## src/rtl/mem_arbiter.sv

```systemverilog
// mem_arbiter: shares one fixed-latency memory between fetch and data stages, data first, fetch never starved
module mem_arbiter #(
  parameter int DATA_WIDTH  = 32,
  parameter int ADDR_WIDTH  = 32,
  parameter int MEM_LATENCY = 2
) (
  input  logic                  clk,
  input  logic                  rst,
  input  logic                  if_req,
  input  logic [ADDR_WIDTH-1:0] if_addr,
  output logic [DATA_WIDTH-1:0] if_rdata,
  output logic                  if_ack,
  input  logic                  dm_req,
  input  logic                  dm_we,
  input  logic                  dm_byte,
  input  logic [ADDR_WIDTH-1:0] dm_addr,
  input  logic [DATA_WIDTH-1:0] dm_wdata,
  output logic [DATA_WIDTH-1:0] dm_rdata,
  output logic                  dm_ack,
  output logic                  mem_en,
  output logic                  mem_we,
  output logic                  mem_byte,
  output logic [ADDR_WIDTH-1:0] mem_addr,
  output logic [DATA_WIDTH-1:0] mem_wdata,
  input  logic [DATA_WIDTH-1:0] mem_rdata
);
  typedef enum logic [1:0] {IDLE, ISSUE, WAIT} stateT;
  localparam logic [3:0] LAT = 4'(MEM_LATENCY);
  stateT state, nextState;
  logic [3:0] cnt;
  logic ownerData, weQ, dmGo, ifGo, done;
  always_ff @(posedge clk)
    state <= rst ? IDLE : nextState;
  // a port acking this cycle is masked, so a busy data port alternates with fetch
  always_comb begin
    dmGo = state == IDLE && dm_req && !dm_ack;
    ifGo = state == IDLE && if_req && !if_ack && !dmGo;
    done = state == WAIT && cnt == LAT;
    nextState = state == IDLE ? (dmGo || ifGo ? ISSUE : IDLE) :
                state == ISSUE ? WAIT : done ? IDLE : WAIT;
  end
  always_comb begin
    mem_en = state == ISSUE;
    mem_we = mem_en && ownerData && weQ;
  end
  always_ff @(posedge clk) begin
    if (rst) begin
      cnt       <= '0;
      ownerData <= 1'b0;
      weQ       <= 1'b0;
      mem_byte  <= 1'b0;
      mem_addr  <= '0;
      mem_wdata <= '0;
      if_ack    <= 1'b0;
      dm_ack    <= 1'b0;
      if_rdata  <= '0;
      dm_rdata  <= '0;
    end else begin
      cnt <= state == ISSUE ? 4'd1 : state == WAIT ? cnt + 4'd1 : cnt;
      if (dmGo || ifGo) begin
        ownerData <= dmGo;
        weQ       <= dmGo && dm_we;
        mem_byte  <= dmGo && dm_byte;
        mem_addr  <= dmGo ? dm_addr : if_addr;
        mem_wdata <= dmGo ? dm_wdata : '0;
      end
      if_ack <= done && !ownerData;
      dm_ack <= done && ownerData;
      if (done && !ownerData) if_rdata <= mem_rdata;
      if (done && ownerData && !weQ) dm_rdata <= mem_rdata;
    end
  end
endmodule

```

## config.mk

```make
export PLATFORM = sky130hd
export DESIGN_NAME = mem_arbiter
export DESIGN_NICKNAME = d
export VERILOG_FILES = /design/src/rtl/mem_arbiter.sv
export SDC_FILE = /design/constraint.sdc
export NUM_CORES = 1
export LEC_CHECK = 0
export BUFFER_PORTS_ARGS = -buffer_cell sky130_fd_sc_hd__buf_2
export CAP_MARGIN = 5
export CORE_UTILIZATION = 43
export CTS_CLUSTER_SIZE = 16
export DETAILED_ROUTE_END_ITERATION = 16
export GPL_TIMING_DRIVEN = 1
export PLACE_DENSITY_LB_ADDON = 0.25
export SLEW_MARGIN = 20
export SYNTH_ARGS = -nofsm -noshare
export SYNTH_HDL_FRONTEND = slang
export SYNTH_SLANG_ARGS = --single-unit
```

## constraint.sdc

```tcl
create_clock -name clk -period 3.96 [get_ports clk]
set_input_delay 0.396 -clock clk [delete_from_list [all_inputs] [get_ports clk]]
set_output_delay 0.396 -clock clk [all_outputs]
set_load 0.03 [all_outputs]
```

Word level (Yosys, flattened, before mapping)
Cells that the tools add are included.
W data, S select, Z words.

cells by class
  $add $sub $neg = 1
  mux-type cells = 8
  reductions and logical operators = 22
  equal/unequal tests = 3

operator list
  cell                   number
  $mux W32               2
  $logic_and A1 B1 Y1    13
  $mux W2                3
  $logic_not A1 Y1       5
  $add A4 B1 Y4 const B  1
  $eq A4 B2 Y1 const B   1
  $mux W1                3
  $eq A2 B1 Y1 const B   1
  $eq A2 B2 Y1 const B   1
  $logic_not A2 Y1       1
  $reduce_bool A2 Y1     1
  $reduce_or A2 Y1       1
  $logic_or A1 B1 Y1     1

storage, ports and cells
  register bits = 139
  word-level logic and storage cells = 46
  output and inout port bits = 133
  input port bits = 134

Depth between registers and ports, before layout
Gate-level depths: netlist of the first run.

  depth after elaboration = 8
  mapped depth = 8
  gate-level depth less buffers = 5

Least setup slack after synthesis of the first run
Ideal clock, no wire load.

  kind = reg2out
  start point = register state[1]
  end point = output port mem_we
  arrival = 1.183 ns
  setup slack = 2.381 ns
  cell stages (with the launch flop) = 4
  data required time = 3.564 ns
  path buffers = 0
  cells stage by stage = dfxtp_1 > inv_1 > ha_1 > and3_1

between the ends
  longest elaborated chain between the ends = 3

RTL lines
  element                            line  source
  start: declaration                 29    stateT state, nextState;
  start signal: assignment           33    state <= rst ? IDLE : nextState;
  $eq A2 B1 Y1                       43    mem_en = state == ISSUE;
  via mem_en                         20    output logic mem_en,
  $logic_and A1 B1 Y1 (2 in series)  44    mem_we = mem_en && ownerData && weQ;
  end: declaration                   21    output logic mem_we,

The timed path passes the listed nets, and every way through them passes these cells.

Final worst setup path of the first run
  start point = register state[0]
  end point = register mem_addr[24]

between the ends
  longest elaborated chain between the ends = 6
  elaborated cells between the ends (all ways) = 9
  those cells by class = mux: 1; reduce/logical: 8

RTL lines
  element                            line    source
  $logic_not A2 Y1 *                 36, 37
  $logic_and A1 B1 Y1 (2 in series)  36      dmGo = state == IDLE && dm_req && !dm_ack;
  $logic_not A1 Y1                   37      ifGo = state == IDLE && if_req && !if_ack && !dmGo;
  $logic_and A1 B1 Y1                37
  $logic_or A1 B1 Y1                 60      if (dmGo || ifGo) begin
  end signal: assignment             64      mem_addr <= dmGo ? dm_addr : if_addr;
  end: declaration                   23      output logic [ADDR_WIDTH-1:0] mem_addr,

Mark *: on every way between the ends. The rest lies on a longest branch, timed or not.
A chain may end at the register's enable or synchronous reset.

==> metrics list, run 1 <==
- GRT Resource Usage Total: about a quarter
- The final critical path takes up 55.54% of the cycle.
- Outcome: completed
* Count of different cell masters after synthesis: 28
- H-tree level count: 4
- Each instance of the synthesized netlist takes up on average 8.274 um^2.
- Via total after detailed routing: approximately 5600
- Minimum hold slack: between 0.2 and 0.25 ns
- Measured on the finished design, the core utilization comes to 58.67%.
* Synthesis-to-finish area growth: 30.81%
- Counting flops and latches in the post-synthesis netlist gives 139.
- First-pass GRT wire length: 26120 um
* Core area: between 10000 and 15000 um^2
* Peak supply drop: between 0.2 and 0.3 mV
- In this run the register-to-register setup slack is 1.76 ns.
- TritonCTS created 17 clock buffers.
* Post-CTS sizing: 0
* Number of placement rows: 41
- DRT antenna net count: 0
- Slew at the pin closest to its max-slew limit: 0.8252 ns
- The number of nets handed over by synthesis was about 840.
- Fill cells in the final layout number around 1200.
* Areal power density over the cells: 482.9 nW/um^2
- For this block, the initial DRC count from the detailed router was 394.
- Combined area of all synthesized cells: 5776 um^2
- Input and output buffers added on the ports amount to around 270.
- Most used flip-flop cell after synthesis: sky130_fd_sc_hd__dfxtp_1
- The tree built by TritonCTS fans out to between 100 and 150 sinks.
- Final GP Congestion: 0.7786
- Number of max-cap violations: 0
* Static Leak: 3.444 nW
- Using the TritonRoute via totals, the vias-per-cell ratio works out to approximately 5.0.
* Total die area: between 10000 and 15000 um^2
- Starting utilization of the core area: 44.85%
- Ports: roughly 270
- After detailed placement, the design holds a cell count of 1080.
* Setup repair after global routing missed its margin: false
* Final Routed Wirelength: 16240 um
* Y dimension of the die: 117.9 um
- In this run, synthesis inferred 0 flip-flops with an integrated enable.
- For the final routed database, the setup TNS stands at 0 ns.
- Of the cells placed in the final design, the portion with a size suffix greater than 1 is 32.77%.
- Class of the most critical hold timing path: in -> reg
- For this run, design rule violations remaining after detail routing come to 0.
- Initial DRT Pass Iterations: 4
* Fraction of registers with async set/reset: 0%
- Data arrival, critical path: 2.51 ns
- The number of max-slew violations in the final report came to 0.
- In the synthesized netlist, the number of instances is 698.
- Final std cells w/o fill: roughly 1100
- Final net count: around 1100
- For this run, the top clock speed supported by timing is 454.6 MHz.
* Maximum fanout count along the critical path: 44
- Yosys warning count: 0
* Count of endpoints failing hold in the final timing report: 0
- For this run the aggregate overflow at the end of global routing stands at 0.
- After layout, the minimum clock period comes to roughly 2.2 ns.
- The number of antenna violations at the first check in global routing came to 0.
* # Post-CTS Setup Buffers: 0
- The number of antenna diodes in the final layout is 0.
* Detailed-placement wirelength estimate: 10850 um
- In this run the clock root is driven by a sky130_fd_sc_hd__clkbuf_16.
- In the final routed layout, each cell accounts on average for 14.60 um.
- Critical path capture point type: register
* Largest net degree at the start of global routing: 127
- Clock tree from TritonCTS: built
- Commonest cells after routing, fill and taps aside: sky130_fd_sc_hd__buf_2 (265), sky130_fd_sc_hd__dfxtp_1 (139), sky130_fd_sc_hd__nand2_1 (69), sky130_fd_sc_hd__o21ai_0 (68), sky130_fd_sc_hd__a21oi_1 (68)
- Share of the yosys chip area belonging to registers: 48.18%
- In this run the tightest slew margin relative to its limit is 44.99%.
* Depth of the worst register-to-register path: 6
- STA classifies the critical path startpoint as a register.
- At the later pin of the worst-skew pair, clock insertion delay measures 0.41 ns.
- Leaving out fill and tap cells, the most frequent cell in the layout is sky130_fd_sc_hd__buf_2.
- Data required time at the worst endpoint: 4.27 ns
- The critical path in this run is classified as reg -> reg.
- Clock-pin slew was measured on the worst setup and hold paths at 0.06 ns.
- In this run the horizontal extent of the chip is between 100 and 150 um.
- Number of failing setup endpoints in the final timing report: 0
- Number of global-route vias before repair: ~5200
* Worst-case clock buffer depth: 2
- Post-CTS Hold Buffers: 0
- Worst setup skew after layout: 0.006109 ns
* Worst hold stages: 3
## critical path, cell delays in order, from the launching register on
cell and delay [ns]:
sky130_fd_sc_hd__dfxtp_1 0.31, sky130_fd_sc_hd__inv_1 0.10, sky130_fd_sc_hd__ha_1 0.20, sky130_fd_sc_hd__and3b_2 0.73, sky130_fd_sc_hd__buf_4 0.40, sky130_fd_sc_hd__a21oi_1 0.07
sky130_fd_sc_hd__a211oi_1 0.26
## flip-flops by register name (all words and copies together) (netlist names)
signal and flops:
cnt 4, dm_ack 1, dm_rdata 32, if_ack 1, if_rdata 32, mem_addr 32
mem_byte 1, mem_wdata 32, ownerData 1, state 2, weQ 1
## Yosys cell counts, types with 2 or more instances
library cell | n | area [um^2]
sky130_fd_sc_hd__a21oi_1 | 68 | 340.3
sky130_fd_sc_hd__buf_2 | 18 | 90.09
sky130_fd_sc_hd__nand3_1 | 34 | 170.2
sky130_fd_sc_hd__and3b_1 | 2 | 17.52
sky130_fd_sc_hd__nand3b_1 | 2 | 15.01
sky130_fd_sc_hd__nor3_1 | 4 | 20.02
sky130_fd_sc_hd__a211oi_1 | 32 | 240.2
sky130_fd_sc_hd__ha_1 | 6 | 75.07
sky130_fd_sc_hd__nor2b_1 | 64 | 400.4
sky130_fd_sc_hd__nand2b_1 | 35 | 219.0
sky130_fd_sc_hd__xor2_1 | 2 | 17.52
sky130_fd_sc_hd__nand2_1 | 69 | 259.0
sky130_fd_sc_hd__buf_6 | 9 | 101.4
sky130_fd_sc_hd__clkbuf_2 | 2 | 10.01
sky130_fd_sc_hd__o21ai_1 | 60 | 300.3
sky130_fd_sc_hd__nor2_1 | 39 | 146.4
sky130_fd_sc_hd__dfxtp_1 | 139 | 2783
sky130_fd_sc_hd__inv_1 | 3 | 11.26
sky130_fd_sc_hd__buf_4 | 8 | 60.06
sky130_fd_sc_hd__clkbuf_1 | 27 | 101.4
sky130_fd_sc_hd__o21ai_0 | 68 | 340.3
## where the power goes
| group | internal, mW | switching (mW) | total [mW] |
|---|---|---|---|
| Combinational | 0.220 | 0.499 | 0.720 |
| Clock | 0.823 | 0.561 | 1.38 |
| Sequential | 1.49 | 0.0515 | 1.54 |
## kinds of logic (layout without fill, tap and decap cells)
family	count (synthesis)	in the layout	synth area share, %
flops	139	139	48.18
compound gates	229	229	21.30
xor+xnor	2	2	0.3033
simple gates	254	254	22.38
fa+ha+maj	6	6	1.300
buf+inv	68	310	6.543
## per-layer routing
metal | wire, um | global-route usage, % | part of all wire, % | up-vias
met5 | 0 | 0 | 0 | -
met4 | 214 | 9.776 | 1.3 | 0
met3 | 965 | 6.056 | 5.9 | 14
met2 | 7769 | 36.88 | 48 | 191
met1 | 7289 | 29.86 | 45 | 2569
li1 | - | - | - | 2824
## stage by stage
| step | instance area [um^2] | worst slack [ns] | total power [mW] |
|---|---|---|---|
| 5_1_grt | 7555 | 1.585 | 3.825 |
| 6_report | 7555 | 1.760 | 3.648 |
| 3_5_place_dp | 7032 | 1.712 | 2.292 |
| 4_1_cts | 7547 | 1.698 | 3.680 |
| 2_1_floorplan | 5776 | 2.381 | 2.074 |
| 3_3_place_gp | 7032 | 1.844 | 2.286 |
## worst paths after layout
| kind | start | end |
|---|---|---|
| max | state[0] | mem_addr[24] |
| max reg2reg | state[0] | mem_addr[24] |
| min | dm_wdata[29] | mem_wdata[29] |
| min reg2reg | mem_addr[2] | mem_addr[2] |
## layout make-up
class / count / area [um^2] / share of cell area, %
clock buffer: 23 / 467.9 / 6.194
sequential: 139 / 2783 / 36.83
clock inverter: 9 / 47.55 / 0.6293
tap: 172 / 215.2 / 2.849
timing repair buffer: 275 / 1405 / 18.60
multi-input combinational: 491 / 2625 / 34.75
inverter: 3 / 11.26 / 0.1491
Note: power is estimated with default switching activity, not from simulation.
==> run 2: changes to the inputs <==
--- a/config.mk
+++ b/config.mk
@@ -7,7 +7,7 @@
 export LEC_CHECK = 0
 export BUFFER_PORTS_ARGS = -buffer_cell sky130_fd_sc_hd__buf_2
 export CAP_MARGIN = 5
-export CORE_UTILIZATION = 43
+export CORE_UTILIZATION = 42
 export CTS_CLUSTER_SIZE = 16
 export DETAILED_ROUTE_END_ITERATION = 16
 export GPL_TIMING_DRIVEN = 1
==> constraint.sdc (replaced) <==
create_clock -name clk -period 2 [get_ports clk]
set_input_delay 0.2 -clock clk [delete_from_list [all_inputs] [get_ports clk]]
set_output_delay 0.2 -clock clk [all_outputs]
set_load 0.03 [all_outputs]
==> run 2 against run 1 <==
  * Via count increased by 0.91%
  * Clock power grew 110%
  * Sequential power rose by 98%
==> metrics list, run 2 (synthesis gave the netlist of run 1 again) <==
- Outcome: completed (unchanged).
- Worst setup skew after layout: 0.004248 ns (was 0.006109 ns)
- Drt first-iter violations: 513 (was 394)
- The clock tree root buffer cell was sky130_fd_sc_hd__clkbuf_16 (unchanged).
- The largest vdd supply drop was 0.5634 mV (was 0.2807 mV).
- Slew Limit Headroom: 62.82% (was 44.99%)
- Cell Chain, Critical Path: inv_1 > ha_1 > and3_1 > buf_2 (was inv_1 > ha_1 > and3b_2 > buf_4 > a21oi_1 > a211oi_1).
- The worst path uses between 80% and 90% of the clock period.
* Slew at the pin closest to its max-slew limit: 0.5577 ns (was 0.8252 ns)
- Commonest cells after routing, fill and taps aside: sky130_fd_sc_hd__buf_2 (265), sky130_fd_sc_hd__dfxtp_1 (139), sky130_fd_sc_hd__nand2_1 (69), sky130_fd_sc_hd__o21ai_0 (68), sky130_fd_sc_hd__a21oi_1 (68) (unchanged)
- Number of max-cap violations: 0 (unchanged)
* DRC violation count after routing: 0 (unchanged)
- First-pass GRT wire length: 26260 um (was 26120 um)
- The total area of sequential cells is 2783 um^2 (unchanged).
- The top fanout value on the critical path is 7 (was 44).
* Total die area: 14220 um^2 (was 13900 um^2)
- The setup TNS is 0 ns (unchanged).
- Static timing analysis puts the maximum clock frequency at 586.7 MHz.
- The internal power of the cells is 5.207 mW (was 2.537 mW).
- Y dimension of the die: 119.3 um (was 117.9 um)
- Critical path capture point type: primary output (was register)
- The portion of total power attributed to the clock network came to 38.4% (was 37.9%).
- The estimated wirelength of the detail-placed design came to 10640 um (was 10850 um).
* Setup repair after global routing missed its margin: false (unchanged)
* Final net count: 1073 (was 1067)
- Critical path startpoint category: register (unchanged)
- Count of endpoints failing hold in the final timing report: 0 (unchanged)
- The number of clock buffers inserted by TritonCTS was 17 (unchanged).
- The endpoint required time on the critical path was 1.80 ns (was 4.27 ns).
- The share of power burned in combinational logic was 20.4% (was 19.7%).
- The via count of the first global-routing pass is 5200 (was 5172).
- The cell with the largest stage delay on the worst path is sky130_fd_sc_hd__dfxtp_1 (was sky130_fd_sc_hd__and3b_2).
- The count of hold buffers inserted by post-cts repair is 0 (unchanged).
- Fill cell total of the finished layout: 1296 (was 1242)
* # Post-CTS Setup Buffers: 0 (unchanged)
* Number of buffer cells added on primary ports: 266 (unchanged)
- The H-tree level count is 4 (unchanged).
- Post-CTS sizing: 0 (unchanged)
- The static leakage was 3.508 nW (was 3.444 nW).
- Power, Total: 7.399 mW (was 3.648 mW)
* Critical path buffers and inverters: 2 (unchanged)
- Net switching power figure: 2.192 mW (was 1.111 mW)
- GRT Resource Usage Total: 23.38% (was 23.28%)
- Areal power density over the cells: 959.3 nW/um^2 (was 482.9 nW/um^2)
- The clock input transition at the sequential cells of the worst setup and hold paths was 0.06 ns (about the same).
- The initial standard-cell utilization of the core is 43.27% (was 44.85%).
- The maximum number of pins on one net before global-route repair is 68 (was 127).
- The count of inserted antenna diode cells came to 0 (unchanged).
- Wire length per cell: 14.48 um (was 14.60 um)
- Sinks on Clock Net: 139 (unchanged)
* Leading cell type in the layout, fill and taps excluded: sky130_fd_sc_hd__buf_2 (unchanged)
- Ports: 267 (unchanged)
* Max incr delay on CP: 0.31 ns (was 0.73 ns)
- Average via count per standard cell: 5.053 (was 5.034)
* Crit Path Category: reg -> out (was reg -> reg)
- Area used by multi-input combinational logic: 2621 um^2 (was 2625 um^2)
- The standard cell core area was 13350 um^2 (was 12880 um^2).
* Delay-heaviest family, CP: flip-flops (was simple AND/OR/NAND/NOR gates)
- Congestion Overflow GR: 0 (unchanged)
- Clock period minus final worst setup slack: ~1.7 ns
- The path category of the worst min-delay check is in -> reg (unchanged).
- Clock tree from TritonCTS: built (unchanged)
* DRT antenna net count: 0 (unchanged)
- The final number of setup-violating endpoints was 0 (unchanged).
* Final Routed Wirelength: 16190 um (was 16240 um)
- The area growth from synthesis to final layout is 33.54% (was 30.81%).
- The clock latency on the worst-skew pair came to 0.41 ns (about the same).
- The share of final-layout standard cells stronger than drive strength 1 is 32.70% (was 32.77%).
- The die width came to 119.3 um (was 117.9 um).
- The count of standard-cell rows was 42 (was 41).
- Worst-case clock buffer depth: 2 (unchanged)
* Final GP Congestion: 0.7680 (was 0.7786)
- The data arrival time of the critical path came to 1.50 ns (was 2.51 ns).
- Sequential share of power: 41.2% (was 42.3%)
- Via total after detailed routing: 5649 (was 5598)
- Number of antenna violations at the first check in global routing: 2 (was 0)
- The number of max-slew violations in the final report was 0 (unchanged).
- Switching share of total power: 29.62% (was 30.46%)
- The first-pass detailed-route iteration total was 4 (unchanged).
run 2: cell type report:
cell class	count	share of cell area [%]
Clock buffer	27	6.781
Sequential cell	139	36.08
Clock inverter	1	0.09734
Timing Repair Buffer	281	20.05
Multi-Input combinational cell	491	33.99
Inverter	3	0.1460
Tap cell	176	2.855
run 2: final timing paths:
kind                                   start      endpoint  slack [ns]  cells past startpoint
worst min register to register  mem_addr[13]  mem_addr[13]        0.46                      2
worst max-delay path                state[1]        mem_we        0.30                      4
worst min-delay path             dm_wdata[5]  mem_wdata[5]        0.02                      3
worst max register to register      state[0]  dm_rdata[20]        0.34                      6
run 2: tightest hold or removal path, stage by stage:
cell and delay [ns]:
sky130_fd_sc_hd__buf_2 0.10, sky130_fd_sc_hd__nand2_1 0.04, sky130_fd_sc_hd__a21oi_1 0.05
run 2: through the flow:
step	hold WS (ns)	util (%)	area [um^2]	cells	worst slack, ns
floorplan	0.3360	-	5776	698	0.5803
detailed placement	0.4458	53.81	7182	1090	0.3741
global placement	0.4406	53.81	7182	1090	0.4186
global route	0.002748	57.78	7712	1118	0.1608
CTS	0.006873	57.78	7712	1118	0.2623
finish	0.01551	57.78	7712	1118	0.2955
run 2: power groups by stage:
| stage | sequential (mW) | combinational (mW) | clock [mW] |
|---|---|---|---|
| global route | 3.07 | 1.64 | 3.05 |
| floorplan | 3.43 | 0.680 | 0 |
| CTS | 3.05 | 1.51 | 2.89 |
| detailed placement | 3.10 | 1.51 | 0 |
| finish | 3.05 | 1.51 | 2.84 |
| global placement | 3.10 | 1.51 | 0 |
run 2: per-layer routing:
layer	up-vias	wire, um	track usage, %
li1	2838	-	-
met1	2574	7019	29.77
met2	210	7571	36.92
met3	25	1287	7.759
met4	2	295	7.911
met5	-	13	0
